`config.mk`:
```
export PLATFORM = sky130hd
export DESIGN_NAME = serial_full_subtract_flat
export DESIGN_NICKNAME = d
export VERILOG_FILES = /design/src/rtl/serial_full_subtract_if.sv /design/src/rtl/serial_full_subtract.sv /design/src/flat_wrapper.sv
export SDC_FILE = /design/constraint.sdc
export NUM_CORES = 1
export LEC_CHECK = 0
export ABC_CLOCK_PERIOD_IN_PS = 3100
export CORE_UTILIZATION = 35
export CTS_CLUSTER_DIAMETER = 200
export DETAILED_ROUTE_END_ITERATION = 12
export GPL_TIMING_DRIVEN = 0
export MAX_ROUTING_LAYER = met4
export PLACE_DENSITY_LB_ADDON = 0.3
export SETUP_SLACK_MARGIN = 0.2
export SYNTH_ARGS = -nofsm -noshare
export SYNTH_HDL_FRONTEND = slang
export SYNTH_SLANG_ARGS = --single-unit
```
`constraint.sdc`:
```
create_clock -name clk -period 3.1 [get_ports clk]
set_input_delay 0.93 -clock clk [delete_from_list [all_inputs] [get_ports clk]]
set_output_delay 0.93 -clock clk [all_outputs]
set_load 0.005 [all_outputs]
```
`src/rtl/serial_full_subtract_if.sv`:
```
// serial_full_subtract_if: start/done handshake bus (start, chain, a, b, borrow_in -> diff, borrow_out, overflow, zero, busy, done)
interface serial_full_subtract_if #(parameter int WIDTH = 8);
  logic start;
  logic chain;
  logic borrow_in;
  logic [WIDTH-1:0] a;
  logic [WIDTH-1:0] b;
  logic [WIDTH-1:0] diff;
  logic borrow_out;
  logic overflow;
  logic zero;
  logic busy;
  logic done;
  modport master(output start, chain, borrow_in, a, b, input diff, borrow_out, overflow, zero, busy, done);
  modport slave(input start, chain, borrow_in, a, b, output diff, borrow_out, overflow, zero, busy, done);
endinterface

```
`src/rtl/serial_full_subtract.sv`:
```
// serial_full_subtract: bit-serial a-b-borrow, one bit per clk LSB first; ports clk, reset, bus (slave: operands in, result/flags/busy/done out)
module serial_full_subtract #(parameter int WIDTH = 8) (
  input logic clk,
  input logic reset,
  serial_full_subtract_if.slave bus
);
  typedef enum logic [1:0] {IDLE, SHIFT, DONE} state_t;
  localparam logic [5:0] LAST = 6'(WIDTH - 1);
  state_t state;
  logic [WIDTH-1:0] sa, sb, res, nd;
  logic [WIDTH:0] nres;
  logic [5:0] cnt;
  logic br, br_next, d, a_msb, b_msb;
  always_comb begin
    d = sa[0] ^ sb[0] ^ br;
    br_next = (~sa[0] & sb[0]) | (~(sa[0] ^ sb[0]) & br);
    nres = {d, res};
    nd = nres[WIDTH:1];
  end
  always_ff @(posedge clk) begin
    if (reset) begin
      state <= IDLE;
      sa <= '0;
      sb <= '0;
      res <= '0;
      cnt <= '0;
      br <= 1'b0;
      a_msb <= 1'b0;
      b_msb <= 1'b0;
      bus.diff <= '0;
      bus.borrow_out <= 1'b0;
      bus.overflow <= 1'b0;
      bus.zero <= 1'b0;
      bus.busy <= 1'b0;
      bus.done <= 1'b0;
    end else begin
      case (state)
        IDLE: if (bus.start) begin
          sa <= bus.a;
          sb <= bus.b;
          br <= bus.chain ? bus.borrow_out : bus.borrow_in;
          cnt <= '0;
          a_msb <= bus.a[WIDTH-1];
          b_msb <= bus.b[WIDTH-1];
          bus.busy <= 1'b1;
          state <= SHIFT;
        end
        SHIFT: begin
          sa <= sa >> 1;
          sb <= sb >> 1;
          br <= br_next;
          res <= nd;
          cnt <= cnt + 6'd1;
          if (cnt == LAST) begin
            // results are published only here, so an aborted run never leaks a partial diff
            bus.diff <= nd;
            bus.borrow_out <= br_next;
            bus.overflow <= (a_msb != b_msb) & (nd[WIDTH-1] != a_msb);
            bus.zero <= nd == '0;
            bus.busy <= 1'b0;
            bus.done <= 1'b1;
            state <= DONE;
          end
        end
        DONE: begin
          bus.done <= 1'b0;
          state <= IDLE;
        end
        default: state <= IDLE;
      endcase
    end
  end
endmodule

```
`src/flat_wrapper.sv`:
```
// flat-port wrapper written by rule: the top's interface ports become plain ports
module serial_full_subtract_flat 
#(parameter int WIDTH = 8)
  (clk, reset, bus_start, bus_chain, bus_borrow_in, bus_a, bus_b, bus_diff, bus_borrow_out, bus_overflow, bus_zero, bus_busy, bus_done);
  serial_full_subtract_if #(.WIDTH(WIDTH)) bus_i ();
  input logic clk;
  input logic reset;
  input wire logic [$bits(bus_i.start)-1:0] bus_start;
  input wire logic [$bits(bus_i.chain)-1:0] bus_chain;
  input wire logic [$bits(bus_i.borrow_in)-1:0] bus_borrow_in;
  input wire logic [$bits(bus_i.a)-1:0] bus_a;
  input wire logic [$bits(bus_i.b)-1:0] bus_b;
  output wire logic [$bits(bus_i.diff)-1:0] bus_diff;
  output wire logic [$bits(bus_i.borrow_out)-1:0] bus_borrow_out;
  output wire logic [$bits(bus_i.overflow)-1:0] bus_overflow;
  output wire logic [$bits(bus_i.zero)-1:0] bus_zero;
  output wire logic [$bits(bus_i.busy)-1:0] bus_busy;
  output wire logic [$bits(bus_i.done)-1:0] bus_done;
  assign bus_i.start = bus_start;
  assign bus_i.chain = bus_chain;
  assign bus_i.borrow_in = bus_borrow_in;
  assign bus_i.a = bus_a;
  assign bus_i.b = bus_b;
  assign bus_diff = bus_i.diff;
  assign bus_borrow_out = bus_i.borrow_out;
  assign bus_overflow = bus_i.overflow;
  assign bus_zero = bus_i.zero;
  assign bus_busy = bus_i.busy;
  assign bus_done = bus_i.done;
  serial_full_subtract #(.WIDTH(WIDTH)) u_core (.clk(clk), .reset(reset), .bus(bus_i));
endmodule
```
### Word level (Yosys, flattened, before mapping)

Cells that the tools add are included.

* register bits after elaboration: 48
* memory bits (read-only): 0
* memories: 0
* bits in latches: 0
* logic and storage cells: 57
* output and inout bits: 13
* bits in writable memories: 0

* multiplexer cells: 17
* divide/modulo/power cells: 0
* bitwise logic cells: 8
* add/sub/neg operators: 1
* eq/ne operators: 7
* shift-type cells: 0
* reduce and logical (&&, ||, !) cells: 10
* $mul: 0
* magnitude comparators: 0

Operators with widths (number)
* 8-bit case mux with 2 select lines: 2
* 8-bit two-way mux: 2
* 6-bit case mux with 2 select lines: 1
* 2-bit AND reduction: 5
* 8-bit zero test: 1
* 6-bit by 1-bit adder with 6-bit output, second input constant: 1
* 6-bit by 3-bit equality test with 1-bit output, second input constant: 1
* 6-bit two-way mux: 1
* 1-bit case mux with 2 select lines: 3
* 1-bit two-way mux: 5
* 2-bit two-way mux: 2
* 2-bit case mux with 2 select lines: 1
* 2-bit nonzero test: 2
* 1-bit AND: 3
* 3-bit AND reduction: 1
* 2-bit by 1-bit equality test with 1-bit output, second input constant: 1
* 2-bit equality test, second input constant: 1
* 2-bit zero test: 1
* 1-bit inequality test: 2
* 2-bit by 1-bit inequality test with 1-bit output, second input constant: 1
* 2-bit inequality test, second input constant: 1
* 1-bit NOT: 2
* 1-bit XOR: 2
* 1-bit bitwise OR: 1

### Logic depth before layout (Yosys ltp)

* word-level depth: 5
* gate-level depth with buffers: 6
* mapped depth without buffers: 6

### Worst setup path before layout

Ideal clock, no wire load.

* path type: input to register
* start: input bus_start
* end: register u_core.sb[0]
* path slack: 1.314 ns
* cell stages on the path: 3
* data required time: 2.997 ns
* library setup time: 0.103 ns
* arrival: 1.683 ns
* path buffers: 0
* cell sequence: nor3b_2 nor2_2 a2111oi_2

* cells in the longest elaborated chain, start to end: 2

Ends and longest elaborated chain
* start, declared: line flat_wrapper.sv:8 `input wire logic [$bits(bus_i.start)-1:0] bus_start;`
* 2-bit inequality test (no line)
* 2-bit AND reduction (no line)
* end signal, assigned: line serial_full_subtract.sv:40 `sb <= bus.b;`
* end signal, assigned: line serial_full_subtract.sv:50 `sb <= sb >> 1;`
* end, declared: line serial_full_subtract.sv:10 `logic [WIDTH-1:0] sa, sb, res, nd;`

No other way between the ends.
A chain may end at the register's enable or synchronous reset.

### Worst setup path after layout

Same ends and word-level chain as after synthesis.

==> results_dict.tcl <==
set metrics [dict create \
    clock_latency_ps 290 \
    slowest_stage "clkdlybuf4s50_1" \
    start_util_pct 37.22 \
    post_cts_buffers 0 \
    total_power_w 0.001244 \
    first_pass_iters 4 \
    holdPathStages 2 \
    cts_made_buffers 5 \
    hpwl_mm 3.080 \
    power.density_nw_per_um2 505.5 \
    synth.most_common_cell "nor2_1" \
    skew_ps 8.902 \
    ys.warnings.count 0 \
    hold_class "reg -> reg" \
    ys_seq_area_share_pct 48.27 \
    postSynthCellCount 233 \
    synthMuxAreaShare_pct 0.5135 \
    synth_top_family_by_area "simple AND/OR/NAND/NOR gates" \
    clockRootBuffer "clkbuf_8" \
    synth_simple_gate_area_share_pct 33.57 \
    syn_avg_cell_area_um2 8.366 \
    ys_seq_elements 47 \
    synth_fa_ha_area_share_pct 1.669 \
    yosys-top-cells-count "55 x nor2_1, 47 x dfxtp_1, 38 x nand2_1, 27 x a21oi_1, 11 x nor4_2" \
    postRouteAntennaNets 0 \
    post_drt_wl_per_cell_um 12.41 \
    endpoint_kind "register" \
    tightest_slew_ps 655.8 \
    dp_slack_ps 593.6 \
    dp.cells 335 \
    std_cell_rows 26 \
    nets 295 \
    ys_types 36 \
    path_max_fanout 7 \
    worstPathCellList "clkdlybuf4s50_1 -> nor3b_2 -> nor2_2 -> a2111oi_2" \
    worstPathRequired_ps 3300 \
    synth_edf_count 0 \
    place.gp.congestion 0.7966 \
    die_h_um 76.63 \
    fin_cells 342 \
    grt_max_degree 14 \
    cts_tree "built" \
    area_growth_pct 26.19 \
    syn_area_um2 1949 \
    vias 1689 \
    synth.area.top_cells "dfxtp_1 48%, nor2_1 11%, nand2_1 7.3%" \
    hold_viol 0 \
    grt_pass1_wl_mm 7.314 \
    cts_sinks 47 \
    rsz0062_at_grt "false" \
    startpoint_type "input port" \
    peakVddDrop_uv 242.3 \
    synth-compound-area-share_pct 11.49 \
    path_clk_slew_ps 80 \
    avgViaCountPerCell 4.939 \
    drtIter0Drc 73 \
    cp.depth 4 \
    final_util_pct 46.97 \
    grt_usage_pct 15.78 \
    clockBufferDepth 2 \
    report.final.slew_viol_count 0 \
    die_x_um 76.63 \
    grt_overflow 0 \
    yosysTopAreaCell "dfxtp_1" \
    synth_top_area_share_pct 48.27 \
    crit_path_max_incr_delay_ps 470 \
    synth_fp_nets 256 \
    h-tree-depth 2 \
    post-route-period-util_pct 71.27 \
    die_area_um2 5872 \
    crit_family "simple AND/OR/NAND/NOR gates" \
    io_pins 34 \
    fin_tns_setup_ps 0 \
    crit_buf_inv 1 \
    max_freq_ghz 0.4526 \
    drc 0 \
    outcome "complete, no violations" \
    layout-drive-gt1-share_pct 13.24 \
    antennaDiodeCount 0 \
    r2r_cells 5 \
    setup_viol 0 \
    slew_headroom_pct 56.28 \
    cts_resized 0 \
    criticalPathCategory "in -> reg" \
    post-route-min-period_ps 2209 \
    ys.flop_type "dfxtp_1" \
    synth_xor_xnor_area_share_pct 0 \
    fin_ws_ps 890.7 \
    antenna_found_initial 0 \
    grt_pass1_vias 1592 \
    hold_buffers 0 \
    cap_violations 0 \
    async_flop_share_pct 0 \
    io_buffers 32 \
    critical_path_arrival_ps 2410 \
    p_leak_nw 0.8788 \
    core-area_um2 5238 \
    drt_wl_total_mm 4.245 \
]
## worst register-to-register path, stage by stage, from the launching register on
cell,delay [ps]
dfxtp_1,310
inv_1,70
fa_1,700
nor2_1,90
a211oi_1,250
nor3_1,60
## final cells by class
type / count / area [um^2]
sequential: 47 / 940.9
inverter: 3 / 11.26
buffer: 14 / 76.32
multi-input combinational: 169 / 920.9
timing repair buffer: 32 / 320.3
clock buffer: 6 / 72.57
clock inverter: 1 / 30.03
tap: 70 / 87.58
fill: 536 / 2778
## per-stage QoR
step,area (um^2),hold WS [ps]
2_1_floorplan,1949,445.3
3_3_place_gp,2357,447.9
3_5_place_dp,2357,449.4
4_1_cts,2460,461.4
5_1_grt,2460,483.7
6_report,2460,459.2
## registers in the layout, indices dropped and copies added, names as in the netlist, 2 cells and up
signal,cells
u_core.state,2
u_core.res,7
u_core.sa,8
u_core.bus.diff,8
u_core.cnt,6
u_core.sb,8
## cell families (layout without fill, tap and decap cells)
group	count (synthesis)	after routing
AND/OR/NAND/NOR	128	128
flip-flops	47	47
AO/OA/AOI/OAI	38	38
buffers and inverters	17	56
adder cells (fa/ha/maj)	2	2
multiplexers	1	1
## cell usage in the layout, fill, tap and decap left out, types with 2 or more instances in the layout
cell             count
buf_2                7
clkbuf_1             5
dfxtp_1             47
nor3_1               2
nand2_1             38
nand4_1              2
nor4_1               4
a211oi_1             2
o21ai_0              2
inv_1                3
a22oi_1              2
clkbuf_8             5
nand3_1              5
buf_4                2
nor2_1              55
nor4_2              11
clkdlybuf4s50_1     32
a21oi_1             27
## power breakdown
| part | total, W | switching [W] | internal [W] |
|---|---|---|---|
| Clock | 0.000426 | 0.000190 | 0.000236 |
| Combinational | 0.000168 | 0.0000944 | 0.0000739 |
| Sequential | 0.000649 | 0.0000169 | 0.000632 |
## final timing paths
check	startpoint	to	slack, ps
worst min register to register	u_core.bus.diff[5]	u_core.bus.diff[5]	460
worst max-delay path	bus_start	u_core.sb[0]	890
worst max register to register	u_core.sb[0]	u_core.bus.overflow	1480
worst min-delay path	u_core.bus.diff[5]	u_core.bus.diff[5]	460
## per-layer routing
| layer | wire (um) | global-route usage (%) | part of all wire (%) | vias up |
|---|---|---|---|---|
| li1 | - | - | - | 865 |
| met1 | 2043 | 19.54 | 48 | 790 |
| met2 | 1994 | 25.77 | 47 | 28 |
| met3 | 147 | 3.114 | 3.5 | 6 |
| met4 | 60 | 5.000 | 1.4 | 0 |
| met5 | 0 | - | 0 | - |
Power figures use the tool's default switching activity.
